--- src/rtl/mem_arb_pkg.sv ---
// Shared widths, command encodings and FSM states for the two-master DDR request arbiter.
package mem_arb_pkg;

    localparam int unsigned AF_W   = 31;
    localparam int unsigned WDF_W  = 128;
    localparam int unsigned MASK_W = 16;

    localparam logic [2:0] CMD_WRITE = 3'b000;
    localparam logic [2:0] CMD_READ  = 3'b001;

    typedef enum logic [1:0] {
        IDLE,
        BEAT2_M0,
        BEAT2_M1
    } arb_state_e;

    function automatic logic cmd_valid(input logic [2:0] cmd);
        return (cmd == CMD_WRITE) || (cmd == CMD_READ);
    endfunction

endpackage

--- src/rtl/rr_pick2.sv ---
// Two-requester picker with one-hot grant. MEM_ARB_ROUND_ROBIN_EN selects round-robin
// tie-break against last_grant; otherwise requester 0 has fixed priority.
module rr_pick2 (
    input  logic [1:0] req,
    input  logic       last_grant,
    output logic [1:0] gnt
);

`ifdef MEM_ARB_ROUND_ROBIN_EN
    always_comb begin
        gnt = req;
        // On a tie, the requester that was not granted last wins.
        if (req == 2'b11) begin
            gnt = last_grant ? 2'b01 : 2'b10;
        end
    end
`else
    logic unused_last_grant;
    assign unused_last_grant = last_grant;

    always_comb begin
        gnt = req[0] ? 2'b01 : {req[1], 1'b0};
    end
`endif

endmodule

--- src/rtl/mem_req_arbiter.sv ---
// Merges two masters onto one af/wdf FIFO pair, keeping each write's af entry and two beats
// contiguous. MEM_ARB_ROUND_ROBIN_EN enables round-robin tie-break (else master 0 wins ties).
module mem_req_arbiter
    import mem_arb_pkg::*;
(
    input  logic                clk,
    input  logic                rst_n,
    input  logic                m0_af_wr_en,
    input  logic [AF_W-1:0]     m0_af_addr_din,
    input  logic                m0_wdf_wr_en,
    input  logic [WDF_W-1:0]    m0_wdf_din,
    input  logic [MASK_W-1:0]   m0_wdf_mask_din,
    input  logic                m1_af_wr_en,
    input  logic [AF_W-1:0]     m1_af_addr_din,
    input  logic                m1_wdf_wr_en,
    input  logic [WDF_W-1:0]    m1_wdf_din,
    input  logic [MASK_W-1:0]   m1_wdf_mask_din,
    output logic                m0_af_full,
    output logic                m0_wdf_full,
    output logic                m1_af_full,
    output logic                m1_wdf_full,
    input  logic                af_full,
    input  logic                wdf_full,
    output logic                af_wr_en,
    output logic [AF_W-1:0]     af_addr_din,
    output logic                wdf_wr_en,
    output logic [WDF_W-1:0]    wdf_din,
    output logic [MASK_W-1:0]   wdf_mask_din,
    output logic                proto_err
);

    arb_state_e state_q, state_d;
    logic       proto_err_q;
    logic       last_grant;
    logic [2:0] cmd0, cmd1;
    logic [1:0] pick;
    logic [1:0] af_full_m, wdf_full_m;
    logic       sel_valid, sel, accept, err_set;

    assign cmd0 = m0_af_addr_din[AF_W-1 -: 3];
    assign cmd1 = m1_af_addr_din[AF_W-1 -: 3];

    // Requests with an illegal command never compete for the grant.
    rr_pick2 u_pick (
        .req        ({m1_af_wr_en & cmd_valid(cmd1), m0_af_wr_en & cmd_valid(cmd0)}),
        .last_grant (last_grant),
        .gnt        (pick)
    );

    always_comb begin
        state_d    = state_q;
        af_wr_en   = 1'b0;
        wdf_wr_en  = 1'b0;
        af_full_m  = 2'b11;
        wdf_full_m = 2'b11;
        sel_valid  = 1'b0;
        sel        = 1'b0;
        accept     = 1'b0;
        err_set    = 1'b0;
        if (rst_n) begin
            err_set = (m0_af_wr_en & ~cmd_valid(cmd0)) | (m1_af_wr_en & ~cmd_valid(cmd1));
            case (state_q)
                IDLE: begin
                    err_set = err_set | (m0_wdf_wr_en & ~m0_af_wr_en)
                                      | (m1_wdf_wr_en & ~m1_af_wr_en);
                    if (pick != 2'b00) begin
                        sel_valid = 1'b1;
                        sel       = pick[1];
                        if ((pick[1] ? cmd1 : cmd0) == CMD_WRITE) begin
                            // A write needs room in both FIFOs before beat 1 can go.
                            af_full_m[sel]  = af_full | wdf_full;
                            wdf_full_m[sel] = af_full | wdf_full;
                            if (!af_full && !wdf_full) begin
                                af_wr_en  = 1'b1;
                                wdf_wr_en = 1'b1;
                                accept    = 1'b1;
                                state_d   = pick[1] ? BEAT2_M1 : BEAT2_M0;
                            end
                        end else begin
                            af_full_m[sel]  = af_full;
                            wdf_full_m[sel] = wdf_full;
                            if (!af_full) begin
                                af_wr_en = 1'b1;
                                accept   = 1'b1;
                            end
                        end
                    end
                end
                BEAT2_M0: begin
                    sel_valid     = 1'b1;
                    sel           = 1'b0;
                    af_full_m[0]  = af_full;
                    wdf_full_m[0] = wdf_full;
                    if (m0_wdf_wr_en && !wdf_full) begin
                        wdf_wr_en = 1'b1;
                        state_d   = IDLE;
                    end
                end
                BEAT2_M1: begin
                    sel_valid     = 1'b1;
                    sel           = 1'b1;
                    af_full_m[1]  = af_full;
                    wdf_full_m[1] = wdf_full;
                    if (m1_wdf_wr_en && !wdf_full) begin
                        wdf_wr_en = 1'b1;
                        state_d   = IDLE;
                    end
                end
                default: state_d = IDLE;
            endcase
        end
    end

    assign m0_af_full  = af_full_m[0];
    assign m1_af_full  = af_full_m[1];
    assign m0_wdf_full = wdf_full_m[0];
    assign m1_wdf_full = wdf_full_m[1];

    assign af_addr_din  = !sel_valid ? '0 : (sel ? m1_af_addr_din  : m0_af_addr_din);
    assign wdf_din      = !sel_valid ? '0 : (sel ? m1_wdf_din      : m0_wdf_din);
    assign wdf_mask_din = !sel_valid ? '0 : (sel ? m1_wdf_mask_din : m0_wdf_mask_din);
    assign proto_err    = proto_err_q;

    always_ff @(posedge clk or negedge rst_n) begin
        if (!rst_n) begin
            state_q     <= IDLE;
            proto_err_q <= 1'b0;
        end else begin
            state_q     <= state_d;
            proto_err_q <= proto_err_q | err_set;
        end
    end

`ifdef MEM_ARB_ROUND_ROBIN_EN
    logic last_grant_q;

    // Reset to 1 so master 0 wins the first tie.
    always_ff @(posedge clk or negedge rst_n) begin
        if (!rst_n) begin
            last_grant_q <= 1'b1;
        end else if (accept) begin
            last_grant_q <= sel;
        end
    end

    assign last_grant = last_grant_q;
`else
    logic unused_accept;
    assign unused_accept = accept;
    assign last_grant    = 1'b1;
`endif

endmodule

--- config.mk ---
export PLATFORM = sky130hd
export DESIGN_NAME = mem_req_arbiter
export DESIGN_NICKNAME = d
export VERILOG_FILES = /design/src/rtl/mem_arb_pkg.sv /design/src/rtl/rr_pick2.sv /design/src/rtl/mem_req_arbiter.sv
export SDC_FILE = /design/constraint.sdc
export NUM_CORES = 1
export LEC_CHECK = 0
export BUFFER_PORTS_ARGS = -buffer_cell sky130_fd_sc_hd__buf_2
export CAP_MARGIN = 30
export CORE_AREA = 2 2 208 210
export CTS_CLUSTER_DIAMETER = 60
export DETAILED_ROUTE_END_ITERATION = 10
export DIE_AREA = 0 0 210 212
export HOLD_SLACK_MARGIN = 0.03
export PLACE_DENSITY = 0.32
export SLEW_MARGIN = 20
export SYNTH_ARGS = -nofsm -noshare
export SYNTH_HDL_FRONTEND = slang
export SYNTH_SLANG_ARGS = --single-unit
--- constraint.sdc ---
create_clock -name clk -period 2.1 [get_ports clk]
set_input_delay 0 -clock clk [delete_from_list [all_inputs] [get_ports clk]]
set_output_delay 0 -clock clk [all_outputs]
set_load 0.03 [all_outputs]
==> results.yml <==
run_status:
  outcome: "finished, final reports clean"
timing:
  final_max_slew_viol_count: 0
  min_period_over_period_pct: 98.0
  final.setup.tns_ns: 0
  finalHoldViolations: 0
  hold_ws_ns: 0.132
  skew_ns: 0.00222
  rsz0062_at_grt: "true"
  maxSlewHeadroom_pct: 65.5
  period_needed_ns: 2.06
  setup_viol: 0
  tightest_slew_ns: 0.518
  fmax_mhz: 486
power:
  clkPwrFrac_pct: 2.9
  ir_drop_v: 0.000423
  p_comb_share_pct: 96.2
  p_leak_nw: 4.19
  p_int_w: 0.00411
  p_seq_share_pct: 0.9
  p_sw_w: 0.00637
  powerDensity_nw_per_um2: 1390
  power_switching_share_pct: 60.8
detailed_routing:
  num_vias: 6546
  drc: 0
  wl_per_cell_um: 14.9
  detail_route.iter0.violations: 280
  finalWirelength_um: 26200
  via_per_inst: 3.73
  drtPass1Iterations: 5
  postRouteAntennaNets: 0
placed_design:
  dpl.cell_count: 1724
  port_buffers: 539
  dp_hpwl_um: 19700
  place_area_um2: 6620
  routabilityCongestion: 0.800
critical_path:
  worstSetupStartpointType: "register"
  slowest_delay_ns: 0.39
  slowest_stage: "dfrtp_1"
  required_ns: 2.10
  endpoint_kind: "output pin"
  crit_fanout: 12
  path_cells: "inv_2 -> ha_4 -> a31oi_4 -> buf_6 -> buf_12 -> clkbuf_16 -> nand2_1 -> a21oi_1 -> buf_2"
  crit_arrival_ns: 2.06
  worstSetupPathType: "register to output pin"
  crit_family: "buffers and inverters"
  cp_num_buf_inv: 5
synth:
  synth_top_area_share_pct: 44.4
  synthCells: 645
  synth_ff_type: "dfrtp_1"
  synth_cell_type_count: 38
  ys_warn_count: 0
  syn_area_um2: 2990
  yosysTopAreaCell: "nand2_1"
  synth.area.top_cells: "nand2_1 44%, a21oi_1 30%, buf_2 3.8%"
  yosysSeqAreaShare_pct: 2.51
  avgSynthCellArea_um2: 4.64
  async_flop_share_pct: 100
  ys_seq_elements: 3
  synth.net_count: 1007
  synth-edff-count: 0
layout:
  final_cell_mix: "479 x buf_2, 349 x nand2_1, 150 x a21oi_1, 84 x buf_4, 26 x a21oi_2"
  fillers: 4974
  final_common_cell: "buf_2"
  area_delta_synth_final_pct: 152
  final_cells: 1754
  num-nets-final: 1570
  final_cell_area_um2: 7530
  drive_above_1_share_pct: 54.8
global_routing:
  grt_pass1_wl_um: 33000
  grt_max_degree: 48
  grt-ovfl-total: 0
  grt_pass1_vias: 6139
  antenna_found_initial: 1
  grt_usage_pct: 9.45
hold_path:
  min_path_type: "input pin to async pin"
clock_tree:
  cts_tree: "done"
  clock_sinks: 3
  insertion_delay_ns: 0.22
  cts_buffer_depth: 2
  numCtsBuffers: 3
  clockRootBuffer: "clkbuf_16"
  h-tree-depth: 1
  clk_pin_slew_worst_paths_ns: 0.03
floorplan:
  initial_core_util_pct: 7.04
  die-area_um2: 44500
  die_x_um: 210
  pin_count: 540
  die_h_um: 212
  core_area_um2: 42500
  num_rows: 76
run:
  maxCapViolations: 0
==> registers in the layout, indices dropped and copies added, names as in the netlist <==
signal and cells:
proto_err 1, state_q 2
==> final cells by class <==
cell class | instances | area [µm²] | area share, %
clock buffers | 4 | 78.8 | 1.05
repair buffers | 616 | 3880 | 51.6
flip-flops and latches | 3 | 75.1 | 0.997
well taps | 546 | 683 | 9.08
diodes | 1 | 2.50 | 0.0332
multi-input cells | 578 | 2780 | 37.0
inverters | 6 | 22.5 | 0.299
==> cell families after synthesis <==
kind of cell / count (synthesis) / synth area share [%]
and+or+nand+nor: 374 / 48.8
AOI/OAI and AO/OA: 199 / 35.7
buffers and inverters: 64 / 10.9
adders and majority gates: 4 / 1.67
DFF: 3 / 2.51
muxes: 1 / 0.460
==> power by group through the flow <==
stage	Combinational [W]	Clock, W	Sequential [W]
global placement	0.00854	0	0.0000901
global route	0.0108	0.000317	0.0000960
detailed placement	0.00844	0	0.0000901
CTS	0.00892	0.000310	0.0000909
finish	0.0101	0.000305	0.0000924
floorplan	0.00531	0	0.0000924
==> final timing paths <==
path / from / end / slack [ns] / cells after the start
setup / recovery: state_q[0] / wdf_din[97] / 0.04 / 9
hold / removal: rst_n / proto_err / 0.13 / 2
setup reg to reg: state_q[1] / state_q[0] / 0.30 / 6
hold reg to reg: proto_err / proto_err / 0.47 / 1
max in group asynchronous: rst_n / state_q[1] / 1.83 / 2
min in group clk: af_full / state_q[1] / 0.22 / 4
==> routing by layer <==
layer / vias to the layer above / wire length (µm) / track usage, %
met5: - / 0 / 0
met4: 0 / 686 / 3.01
met3: 30 / 1750 / 1.24
met2: 378 / 14200 / 19.2
met1: 2896 / 9550 / 9.92
li1: 3242 / - / -
==> cell usage after synthesis, types with 2 or more instances <==
library cell and number:
a22o_1 2, clkbuf_1 19, buf_2 23, nand2_1 354, inv_1 6, ha_1 4
a21oi_1 177, buf_4 15, dfrtp_1 3, nor2b_1 3, o21ai_0 4, nor2_1 5
o211a_1 2, nand2b_1 2, a221oi_1 2, and2_1 2
==> repair_timing <==
item	CTS	global route
endpoints found under the setup margin	149	126
resized for setup	17	154
hold buffers	1	0
pin swaps	0	6
buffers inserted	3	11
hold endpoints to repair	3	0
cloned	3	8
==> per-stage QoR <==
stage | utilization (%) | power, W | setup slack, ns
2_1_floorplan | - | 0.00540 | 0.0712
3_3_place_gp | 15.6 | 0.00863 | 0.0540
3_5_place_dp | 15.6 | 0.00853 | 0.0183
4_1_cts | 16.2 | 0.00932 | -0.00253
5_1_grt | 17.7 | 0.0112 | -0.0437
6_report | 17.7 | 0.0105 | 0.0411
(Power assumes the default switching activity.)
